[src/rtl/axi_wr_pkg.sv]
// Shared AXI write-channel constants and W-channel FSM encoding for axi_burst_wr_ctrl.
package axi_wr_pkg;

    localparam logic [1:0] BURST_INCR = 2'b01;
    localparam logic [1:0] RESP_OKAY  = 2'b00;

    typedef enum logic {
        W_IDLE  = 1'b0,
        W_BURST = 1'b1
    } w_state_e;

    // AxSIZE encoding for a data bus of the given width in bytes.
    function automatic logic [2:0] axi_size(input int unsigned bytes);
        return 3'($clog2(bytes));
    endfunction

endpackage

[src/rtl/wr_cmd_fifo.sv]
// Synchronous command FIFO with show-ahead head entry; pushes when full and pops
// when empty are dropped.
module wr_cmd_fifo #(
    parameter int WIDTH = 8,
    parameter int DEPTH = 4
) (
    input  logic             clk,
    input  logic             rst_n,
    input  logic             push,
    input  logic [WIDTH-1:0] push_data,
    input  logic             pop,
    output logic [WIDTH-1:0] head_data,
    output logic             full,
    output logic             empty
);
    localparam int PW = $clog2(DEPTH);

    logic [WIDTH-1:0] mem_q [DEPTH];
    logic [PW:0]      wr_ptr_q, wr_ptr_d;
    logic [PW:0]      rd_ptr_q, rd_ptr_d;
    logic             do_push, do_pop;

    // Extra pointer MSB distinguishes full from empty when the indices match.
    always_comb begin
        full      = (wr_ptr_q[PW] != rd_ptr_q[PW]) && (wr_ptr_q[PW-1:0] == rd_ptr_q[PW-1:0]);
        empty     = (wr_ptr_q == rd_ptr_q);
        do_push   = push && !full;
        do_pop    = pop && !empty;
        wr_ptr_d  = wr_ptr_q + {{PW{1'b0}}, do_push};
        rd_ptr_d  = rd_ptr_q + {{PW{1'b0}}, do_pop};
        head_data = mem_q[rd_ptr_q[PW-1:0]];
    end

    always_ff @(posedge clk or negedge rst_n) begin
        if (!rst_n) begin
            wr_ptr_q <= '0;
            rd_ptr_q <= '0;
        end else begin
            wr_ptr_q <= wr_ptr_d;
            rd_ptr_q <= rd_ptr_d;
        end
    end

    always_ff @(posedge clk) begin
        if (do_push) begin
            mem_q[wr_ptr_q[PW-1:0]] <= push_data;
        end
    end

endmodule

[src/rtl/axi_burst_wr_ctrl.sv]
// AXI4 burst write master: queued commands, decoupled AW/W issue, WLAST from a beat counter.
// Optional B-channel tracking (outstanding limit, wr_err) enabled by AXI_WR_RESP_CHECK_EN.
module axi_burst_wr_ctrl
    import axi_wr_pkg::*;
#(
    parameter int CTRL_ADDR_WIDTH = 28,
    parameter int MEM_DQ_WIDTH    = 16,
    parameter int ID_WIDTH        = 4,
    parameter int LEN_WIDTH       = 8,
    parameter int CMD_DEPTH       = 4,
    parameter int MAX_OUTSTANDING = 4
) (
    input  logic                       clk,
    input  logic                       rst_n,
    input  logic                       wr_en,
    input  logic [CTRL_ADDR_WIDTH-1:0] wr_addr,
    input  logic [ID_WIDTH-1:0]        wr_id,
    input  logic [LEN_WIDTH-1:0]       wr_len,
    output logic                       wr_cmd_ready,
    input  logic                       wr_data_en,
    input  logic [MEM_DQ_WIDTH*8-1:0]  wr_data,
    output logic                       wr_ready,
    output logic                       wr_last,
    output logic                       wr_cmd_done,
    output logic                       wr_err,
    output logic [CTRL_ADDR_WIDTH-1:0] axi_awaddr,
    output logic [ID_WIDTH-1:0]        axi_awid,
    output logic [LEN_WIDTH-1:0]       axi_awlen,
    output logic [2:0]                 axi_awsize,
    output logic [1:0]                 axi_awburst,
    output logic                       axi_awvalid,
    input  logic                       axi_awready,
    output logic [MEM_DQ_WIDTH*8-1:0]  axi_wdata,
    output logic [MEM_DQ_WIDTH-1:0]    axi_wstrb,
    output logic                       axi_wlast,
    output logic                       axi_wvalid,
    input  logic                       axi_wready,
    input  logic [ID_WIDTH-1:0]        axi_bid,
    input  logic [1:0]                 axi_bresp,
    input  logic                       axi_bvalid,
    output logic                       axi_bready,
    output logic [3:0]                 pend_cnt
);
    localparam int         AWQ_W   = CTRL_ADDR_WIDTH + ID_WIDTH + LEN_WIDTH;
    localparam logic [4:0] MAX_OUT = 5'(MAX_OUTSTANDING);

    logic                       aw_full, aw_empty, aw_pop;
    logic [AWQ_W-1:0]           aw_head;
    logic                       w_full, w_empty, w_pop;
    logic [LEN_WIDTH-1:0]       w_head;
    logic                       cmd_push;

    logic                       awvalid_q, awvalid_d;
    logic [CTRL_ADDR_WIDTH-1:0] awaddr_q, awaddr_d;
    logic [ID_WIDTH-1:0]        awid_q, awid_d;
    logic [LEN_WIDTH-1:0]       awlen_q, awlen_d;
    logic                       aw_hs, aw_slot_ok;

    w_state_e                   w_state_q, w_state_d;
    logic [LEN_WIDTH-1:0]       beat_cnt_q, beat_cnt_d;
    logic [LEN_WIDTH-1:0]       beat_len_q, beat_len_d;
    logic                       w_valid, w_last, w_hs;

    logic                       bready_q, bready_d;
    logic                       done_q, done_d;
    logic                       resp_unused;

    assign wr_cmd_ready = !aw_full && !w_full;
    assign cmd_push     = wr_en && wr_cmd_ready;

    wr_cmd_fifo #(.WIDTH(AWQ_W), .DEPTH(CMD_DEPTH)) u_aw_fifo (
        .clk       (clk),
        .rst_n     (rst_n),
        .push      (cmd_push),
        .push_data ({wr_addr, wr_id, wr_len}),
        .pop       (aw_pop),
        .head_data (aw_head),
        .full      (aw_full),
        .empty     (aw_empty)
    );

    wr_cmd_fifo #(.WIDTH(LEN_WIDTH), .DEPTH(CMD_DEPTH)) u_w_fifo (
        .clk       (clk),
        .rst_n     (rst_n),
        .push      (cmd_push),
        .push_data (wr_len),
        .pop       (w_pop),
        .head_data (w_head),
        .full      (w_full),
        .empty     (w_empty)
    );

    // AW register refills in the handshake cycle so bursts can go back to back.
    always_comb begin
        aw_hs     = awvalid_q && axi_awready;
        aw_pop    = !aw_empty && (!awvalid_q || axi_awready) && aw_slot_ok;
        awvalid_d = awvalid_q;
        awaddr_d  = awaddr_q;
        awid_d    = awid_q;
        awlen_d   = awlen_q;
        if (aw_pop) begin
            awvalid_d                    = 1'b1;
            {awaddr_d, awid_d, awlen_d}  = aw_head;
        end else if (aw_hs) begin
            awvalid_d = 1'b0;
        end
    end

    always_ff @(posedge clk or negedge rst_n) begin
        if (!rst_n) begin
            awvalid_q <= 1'b0;
            awaddr_q  <= '0;
            awid_q    <= '0;
            awlen_q   <= '0;
        end else begin
            awvalid_q <= awvalid_d;
            awaddr_q  <= awaddr_d;
            awid_q    <= awid_d;
            awlen_q   <= awlen_d;
        end
    end

    // W_IDLE | no burst loaded; W_BURST | streaming beats of the loaded burst
    always_comb begin
        w_state_d  = w_state_q;
        beat_cnt_d = beat_cnt_q;
        beat_len_d = beat_len_q;
        w_pop      = 1'b0;
        w_valid    = (w_state_q == W_BURST) && wr_data_en;
        w_last     = (w_state_q == W_BURST) && (beat_cnt_q == beat_len_q);
        w_hs       = w_valid && axi_wready;
        case (w_state_q)
            W_IDLE: begin
                if (!w_empty) begin
                    w_pop      = 1'b1;
                    beat_len_d = w_head;
                    beat_cnt_d = '0;
                    w_state_d  = W_BURST;
                end
            end
            W_BURST: begin
                if (w_hs) begin
                    if (w_last) begin
                        if (!w_empty) begin
                            w_pop      = 1'b1;
                            beat_len_d = w_head;
                            beat_cnt_d = '0;
                        end else begin
                            w_state_d = W_IDLE;
                        end
                    end else begin
                        beat_cnt_d = beat_cnt_q + 1'b1;
                    end
                end
            end
            default: w_state_d = W_IDLE;
        endcase
    end

    always_ff @(posedge clk or negedge rst_n) begin
        if (!rst_n) begin
            w_state_q  <= W_IDLE;
            beat_cnt_q <= '0;
            beat_len_q <= '0;
        end else begin
            w_state_q  <= w_state_d;
            beat_cnt_q <= beat_cnt_d;
            beat_len_q <= beat_len_d;
        end
    end

    assign bready_d = 1'b1;

`ifdef AXI_WR_RESP_CHECK_EN
    logic       b_hs;
    logic [3:0] pend_cnt_q, pend_cnt_d;
    logic       err_q, err_d;

    // The slot check counts the burst currently presented on AW as already taken.
    assign aw_slot_ok = ({1'b0, pend_cnt_q} + {4'd0, awvalid_q}) < MAX_OUT;

    always_comb begin
        b_hs       = axi_bvalid && bready_q;
        pend_cnt_d = pend_cnt_q;
        case ({aw_hs, b_hs})
            2'b10:   pend_cnt_d = pend_cnt_q + 4'd1;
            2'b01:   pend_cnt_d = (pend_cnt_q == 4'd0) ? 4'd0 : pend_cnt_q - 4'd1;
            default: pend_cnt_d = pend_cnt_q;
        endcase
        err_d  = err_q || (b_hs && ((axi_bresp != RESP_OKAY) || (pend_cnt_q == 4'd0)));
        done_d = b_hs;
    end

    always_ff @(posedge clk or negedge rst_n) begin
        if (!rst_n) begin
            pend_cnt_q <= '0;
            err_q      <= 1'b0;
        end else begin
            pend_cnt_q <= pend_cnt_d;
            err_q      <= err_d;
        end
    end

    assign pend_cnt    = pend_cnt_q;
    assign wr_err      = err_q;
    assign resp_unused = ^{axi_bid, MAX_OUT};
`else
    assign aw_slot_ok  = 1'b1;
    assign done_d      = w_hs && w_last;
    assign pend_cnt    = 4'd0;
    assign wr_err      = 1'b0;
    assign resp_unused = ^{axi_bid, axi_bresp, axi_bvalid, MAX_OUT};
`endif

    always_ff @(posedge clk or negedge rst_n) begin
        if (!rst_n) begin
            bready_q <= 1'b0;
            done_q   <= 1'b0;
        end else begin
            bready_q <= bready_d;
            done_q   <= done_d;
        end
    end

    assign axi_awvalid = awvalid_q;
    assign axi_awaddr  = awaddr_q;
    assign axi_awid    = awid_q;
    assign axi_awlen   = awlen_q;
    assign axi_awsize  = axi_size(MEM_DQ_WIDTH);
    assign axi_awburst = BURST_INCR;
    assign axi_wdata   = wr_data;
    assign axi_wstrb   = '1;
    assign axi_wvalid  = w_valid;
    assign axi_wlast   = w_last;
    assign axi_bready  = bready_q;
    assign wr_ready    = w_hs;
    assign wr_last     = w_hs && w_last;
    assign wr_cmd_done = done_q;

endmodule

[config.mk]
export PLATFORM = sky130hd
export DESIGN_NAME = axi_burst_wr_ctrl
export DESIGN_NICKNAME = d
export VERILOG_FILES = /design/src/rtl/axi_wr_pkg.sv /design/src/rtl/wr_cmd_fifo.sv /design/src/rtl/axi_burst_wr_ctrl.sv
export SDC_FILE = /design/constraint.sdc
export NUM_CORES = 1
export LEC_CHECK = 0
export CORE_AREA = 2 2 182 184
export CTS_BUF_LIST = sky130_fd_sc_hd__clkbuf_2
export DETAILED_ROUTE_END_ITERATION = 8
export DIE_AREA = 0 0 184 186
export GPL_TIMING_DRIVEN = 0
export PLACE_DENSITY_LB_ADDON = 0.08
export SLEW_MARGIN = 0
export SYNTH_ARGS = -nofsm -noshare
export SYNTH_HDL_FRONTEND = slang
export SYNTH_SLANG_ARGS = --single-unit
[constraint.sdc]
create_clock -name clk -period 6.1 [get_ports clk]
set_input_delay 1.22 -clock clk [delete_from_list [all_inputs] [get_ports clk]]
set_output_delay 1.22 -clock clk [all_outputs]
set_load 0.1 [all_outputs]
==> Yosys cells after proc, flatten, opt, wreduce, memory -nomap -nowiden <==
Memories as Yosys holds them, arrays and structs flattened. A register that Yosys moved wholly into a read port is not among the register bits.
Index checks and enable logic that the tools add are counted.
{ "word_totals": {"ff_bits": 32, "ramBits": 192, "in_bits": 181, "out_inout_bits": 202, "elab_cells": 71, "memories": 2} }
{ "mem_list": {"columns": ["name", "words", "word_bits", "read_ports", "rd_clocked_by_memory_dff", "wr", "line", "rtl"], "rows": [
  ["u_aw_fifo.mem_q", 4, 40, 1, 1, 1, "wr_cmd_fifo.sv:18", "logic [WIDTH-1:0] mem_q [DEPTH];"],
  ["u_w_fifo.mem_q", 4, 8, 1, 0, 1, "wr_cmd_fifo.sv:18", null]
]} }
{ "classes": {"n_addsub": 5, "eq_ne": 9, "mux": 21, "bitwise": 1, "reduce_logical": 23} }
{ "op_table": {"columns": ["cell", "count"], "rows": [
  ["two-way mux 8 bit", 6],
  ["one-hot mux 8 bit (2 select lines)", 2],
  ["logical AND 1 bit", 14],
  ["adder 3 x 1 -> 3 bit", 4],
  ["two-way mux 1 bit", 11],
  ["adder 8 x 1 -> 8 bit (second input constant)", 1],
  ["equality test 8 bit", 1],
  ["equality test 3 bit", 2],
  ["logical NOT 1 bit", 6],
  ["equality test 2 bit", 2],
  ["inequality test 2 x 1 -> 1 bit (second input constant)", 2],
  ["one-hot mux 1 bit (2 select lines)", 2],
  ["inequality test 1 bit", 2],
  ["AND reduction 2 bit", 1],
  ["nonzero test 2 bit", 1],
  ["logical OR 1 bit", 1],
  ["inverter 1 bit", 1]
]} }

==> Longest topological paths before layout <==
{ "depth": {"word_depth": 8, "mapped_depth": 9, "mapped_depth_nobuf": 8} }

==> By module <==
Synthesis repeated with hierarchy kept, for this count alone.
{ "unflattened": {"hier_cells": 659, "hier_area_um2": 11422.2} }
{ "by_module_without_submodules": {"columns": ["module", "instances", "cells_each", "area_per_inst_um2", "seq_area_each_um2"], "rows": [
  ["wr_cmd_fifo at u_aw_fifo", 1, 240, 6169.7, 4954.8],
  ["axi_burst_wr_ctrl", 1, 347, 3726.1, 1501.4],
  ["wr_cmd_fifo at u_w_fifo", 1, 72, 1526.5, 1111.1]
]} }

==> Worst setup path after synthesis <==
No wires, ideal clock.
{ "synth_path": {"kind": "register -> register", "startpoint": "register u_w_fifo.rd_ptr_q[0]", "endpoint": "memory u_aw_fifo.mem_q[1][0] (netlist name), enable pin", "setup_time_ps": 496, "arrival_ps": 5979, "required_ps": 5604, "setup_slack_ps": -375, "stages_incl_launch_ff": 6, "n_path_buf": 1, "synth_period_minus_slack_ps": 6475, "path_cell_list": "dfrtp_1 buf_4 xnor2_1 a32oi_1 nand2_1 nor3b_1"} }
{ "synth_between": {"elab_chain_cells": 8} }
{ "synth_lines": {"columns": ["item", "line", "rtl"], "rows": [
  ["start: declaration", "wr_cmd_fifo.sv:20", "logic [PW:0] rd_ptr_q, rd_ptr_d;"],
  ["start signal: assignment", "wr_cmd_fifo.sv:40", "rd_ptr_q <= rd_ptr_d;"],
  ["equality test 2 bit", "wr_cmd_fifo.sv:25", "full = (wr_ptr_q[PW] != rd_ptr_q[PW]) && (wr_ptr_q[PW-1:0] == rd_ptr_q[PW-1:0]);"],
  ["logical AND 1 bit", "wr_cmd_fifo.sv:25", null],
  ["logical NOT 1 bit", "axi_burst_wr_ctrl.sv:68", "assign wr_cmd_ready = !aw_full && !w_full;"],
  ["logical AND 1 bit", "axi_burst_wr_ctrl.sv:68", null],
  ["via wr_cmd_ready", "axi_burst_wr_ctrl.sv:19", "output logic wr_cmd_ready,"],
  ["logical AND 1 bit", "axi_burst_wr_ctrl.sv:69", "assign cmd_push = wr_en && wr_cmd_ready;"],
  ["logical AND 1 bit", "wr_cmd_fifo.sv:27", "do_push = push && !full;"],
  ["two-way mux 1 bit", "wr_cmd_fifo.sv:45", "if (do_push) begin"],
  ["two-way mux 1 bit (not written as such)", "wr_cmd_fifo.sv:46", "mem_q[wr_ptr_q[PW-1:0]] <= push_data;"],
  ["end: declaration", "wr_cmd_fifo.sv:18", null]
]} }
The timed path passes the listed nets, and every way through them passes these cells.

==> Final worst setup path <==
{ "layout_path": {"startpoint": "register beat_cnt_q[3]", "endpoint": "output wr_last"} }
{ "layout_between": {"elab_chain_cells": 3} }
{ "layout_lines": {"columns": ["item", "line", "rtl"], "rows": [
  ["start: declaration", "axi_burst_wr_ctrl.sv:60", "logic [LEN_WIDTH-1:0] beat_cnt_q, beat_cnt_d;"],
  ["start signal: assignment", "axi_burst_wr_ctrl.sv:167", "beat_cnt_q <= beat_cnt_d;"],
  ["equality test 8 bit", "axi_burst_wr_ctrl.sv:130", "w_last = (w_state_q == W_BURST) && (beat_cnt_q == beat_len_q);"],
  ["logical AND 1 bit", "axi_burst_wr_ctrl.sv:130", null],
  ["logical AND 1 bit", "axi_burst_wr_ctrl.sv:237", "assign wr_last = w_hs && w_last;"],
  ["end: declaration", "axi_burst_wr_ctrl.sv:23", "output logic wr_last,"]
]} }
No other way between the ends.

==> summary.md <==
| Metric | Value |
|---|---|
| Leak pwr | 0.00586 uW |
| DR pass1 iterations | 5 |
| Clock share of power | 0.170 |
| First-pass GRT wire length | 41400 um |
| Critical Path RT | ~4.9 ns |
| Die height | between 150 and 200 um |
| Yosys cell types | 36 |
| Post-Syn Area | between 0.01 and 0.015 sq mm |
| Tot GR Track Use | 0.167 |
| Initial core utilization | 0.346 |
| Root buffer cell | clkbuf_2 |
| H-tree depth | 3 |
| Total CTS buffers | roughly 70 |
| Switch share | 0.445 |
| Critical path arrival | 3.40 ns |
| Post-route ant nets | 0 |
| TritonCTS clock tree | done |
| Area share of the largest cell type after synthesis | 0.518 |
| Worst reg-to-reg setup slack | 2.95 ns |
| Post-synth top area cell | edfxtp_1 |
| Pin count of the biggest net entering global routing | 54 |
| Setup crit start kind | flip-flop |
| Synth Flop Type | edfxtp_1 |
| Cell-internal power | ~4100 uW |
| Logic pwr share | 0.466 |
| Worst-Skew Late Latency | slightly below 0.8 ns |
| Routed vias | around 6300 |
| Mapped Cells | ~630 |
| Row count | between 60 and 70 |
| CP Capture Type | output port |
| Post-synth EDFFs | about 190 |
| Tmin final | 4.62 ns |
| Post-detail-place hpwl | 21400 um |
| Layout cells sized above 1 | 0.350 |
| Sequential share of the synthesized area | 0.679 |
| Top-count cell post-synth | edfxtp_1 |
| Dpl ws | between 1 and 1.5 ns |
| CTS Sinks | roughly 260 |
| Final GP Congestion | 0.783 |
| Slew headroom | 0.162 |
| Max clock buf depth | 3 |
| Pwr Density | 492 mW/mm^2 |
| Fin. Hold Viols | 0 |
| WL/cell | about 20 um |
| Hold Path Class | primary input to asynchronous set/reset pin |
| Fmax | between 200 and 250 MHz |
| Final wirelength | ~29000 um |
| Final nets | ~1200 |
| I/O Buffers | 221 |
| Setup bufs post-CTS | 0 |
| Core area | 0.0322 sq mm |
| Ports | between 300 and 400 |
| Asr flop ratio synth | 0.273 |
| Synthesis Warnings | 0 |
| Worst-Margin Slew | about 1.2 ns |
| Slew Limit Fails | 0 |
| Area delta synth->final | 33.6% |
| Number of DRC markers in iteration 0 | around 250 |
| Vias in the first global route | just under 7000 |
| Top cells by instance count after synthesis | 192 x edfxtp_1, 155 x buf_4, 72 x dfrtp_1 |
| Seq pwr share | 0.365 |
| Die Wd | ~180 um |
| Outcome | complete, no violations |
| Initial antenna violation count | 5 |
| Worst-path fanout max | 5 |
| Avg Vias per Cell | approximately 4.4 |
| Count of final setup violators | 0 |
| Mean Syn Cell Area | between 15 and 20 sq um |
| Fin Setup TNS | 0 ns |
| Resized Gates After CTS | 0 |
| WS Path Type | flip-flop to output port |
| Register bit total from synthesis | 264 |
| Sw power | between 3000 and 4000 uW |
| Period Utilization, post-route | 0.758 |
| Cells after DPL | about 1300 |
| Worst Skew | between 0.05 and 0.06 ns |
| Grt ovf | 0 |
| Max Cap Violations | 0 |
| DRC | 0 |
| Max VDD drop | roughly 0.37 mV |
| Clock-pin slew on the worst setup and hold paths | 0.10 ns |
| Die area | around 0.034 sq mm |
| Non-Filler Instances | about 1400 |
| RSZ-0062 raised after global routing | false |
| Final WS setup | roughly 1.5 ns |
| Top post-synthesis cells by area | edfxtp_1 52%, dfrtp_1 16%, buf_4 10% |
| CTS Hold Bufs | 0 |
## power by group through the flow
stage	sequential [uW]	combinational, uW	clock, uW
after floorplan	3690	1520	0
after global placement	2730	3320	0
after detailed placement	2710	3460	0
after CTS	2670	3470	1310
after global routing	2720	3590	1410
final	2670	3410	1240
## cell families after synthesis
kind of cell / after synthesis / share of synthesized area
flops: 264 / 0.679
buf+inv: 179 / 0.114
mux: 98 / 0.147
simple gates: 39 / 0.0221
xor+xnor: 19 / 0.0149
compound gates: 18 / 0.0112
fa+ha+maj: 9 / 0.0101
other cells: 2 / 0.000674
## worst max-delay path: stages, from the launching register on
cell,delay [ns]
dfrtp_1,0.46
xor2_1,0.19
nor4_4,0.46
and3_1,0.26
clkdlybuf4s50_1,1.24
## metrics by stage
stage	utilization	total power, uW	hold WS [ns]	cell area [sq um]
after floorplan	-	5210	0.460	11200
after global placement	0.433	6060	0.473	14000
after detailed placement	0.441	6170	0.475	14200
after CTS	0.461	7450	0.224	14900
after global routing	0.462	7720	0.228	14900
final	0.462	7320	0.336	14900
## placed cells by master, fill, tap and decap left out, drive strengths merged, types with 9 or more instances in the layout
master,synthesis,routed
dfrtp,72,72
clkdlybuf4s50,0,220
mux4,48,48
xor2,16,16
clkinv,0,21
mux2,48,48
conb,2,27
buf,165,183
inv,8,10
edfxtp,192,192
clkbuf,6,107
ha,9,9
## routing by layer
metal,GRT usage,vias to the layer above,part of all wire
met5,0,-,0.0010
met4,0.0685,4,0.022
met3,0.0546,35,0.073
met2,0.306,262,0.55
met1,0.178,3102,0.36
li1,-,2892,-
## worst paths after layout
check | start | end | cells past startpoint
hold reg to reg | u_w_fifo.wr_ptr_q[2] | u_w_fifo.wr_ptr_q[2] | 1
hold / removal | rst_n | axi_awaddr[5] | 1
max in group asynchronous | rst_n | axi_awaddr[20] | 2
setup / recovery | beat_cnt_q[3] | wr_last | 4
min in group clk | u_w_fifo.wr_ptr_q[2] | u_w_fifo.wr_ptr_q[2] | 1
setup reg to reg | u_aw_fifo.rd_ptr_q[1] | u_aw_fifo.mem_q[1][15] | 8
## sequential cells by signal, summed over array words and instances (netlist names)
register,flops
beat_len_q,8
beat_cnt_q,8
w_state_q,1
u_w_fifo.mem_q,32
u_w_fifo.rd_ptr_q,3
u_aw_fifo.wr_ptr_q,3
u_w_fifo.wr_ptr_q,3
axi_awid,4
wr_cmd_done,1
axi_awlen,8
axi_awaddr,28
u_aw_fifo.mem_q,160
axi_bready,1
u_aw_fifo.rd_ptr_q,3
axi_awvalid,1
## layout make-up
| type | count | area, sq um |
|---|---|---|
| clock inverter | 25 | 151 |
| inverter | 8 | 30.0 |
| sequential | 264 | 7570 |
| buffer | 171 | 1240 |
| clock buffer | 101 | 505 |
| antenna | 3 | 7.51 |
| multi-input combinational | 210 | 2420 |
| tap | 408 | 510 |
| fill | 2861 | 17300 |
| timing repair buffer | 238 | 2440 |
No activity file was read; power rests on OpenSTA's default activity.
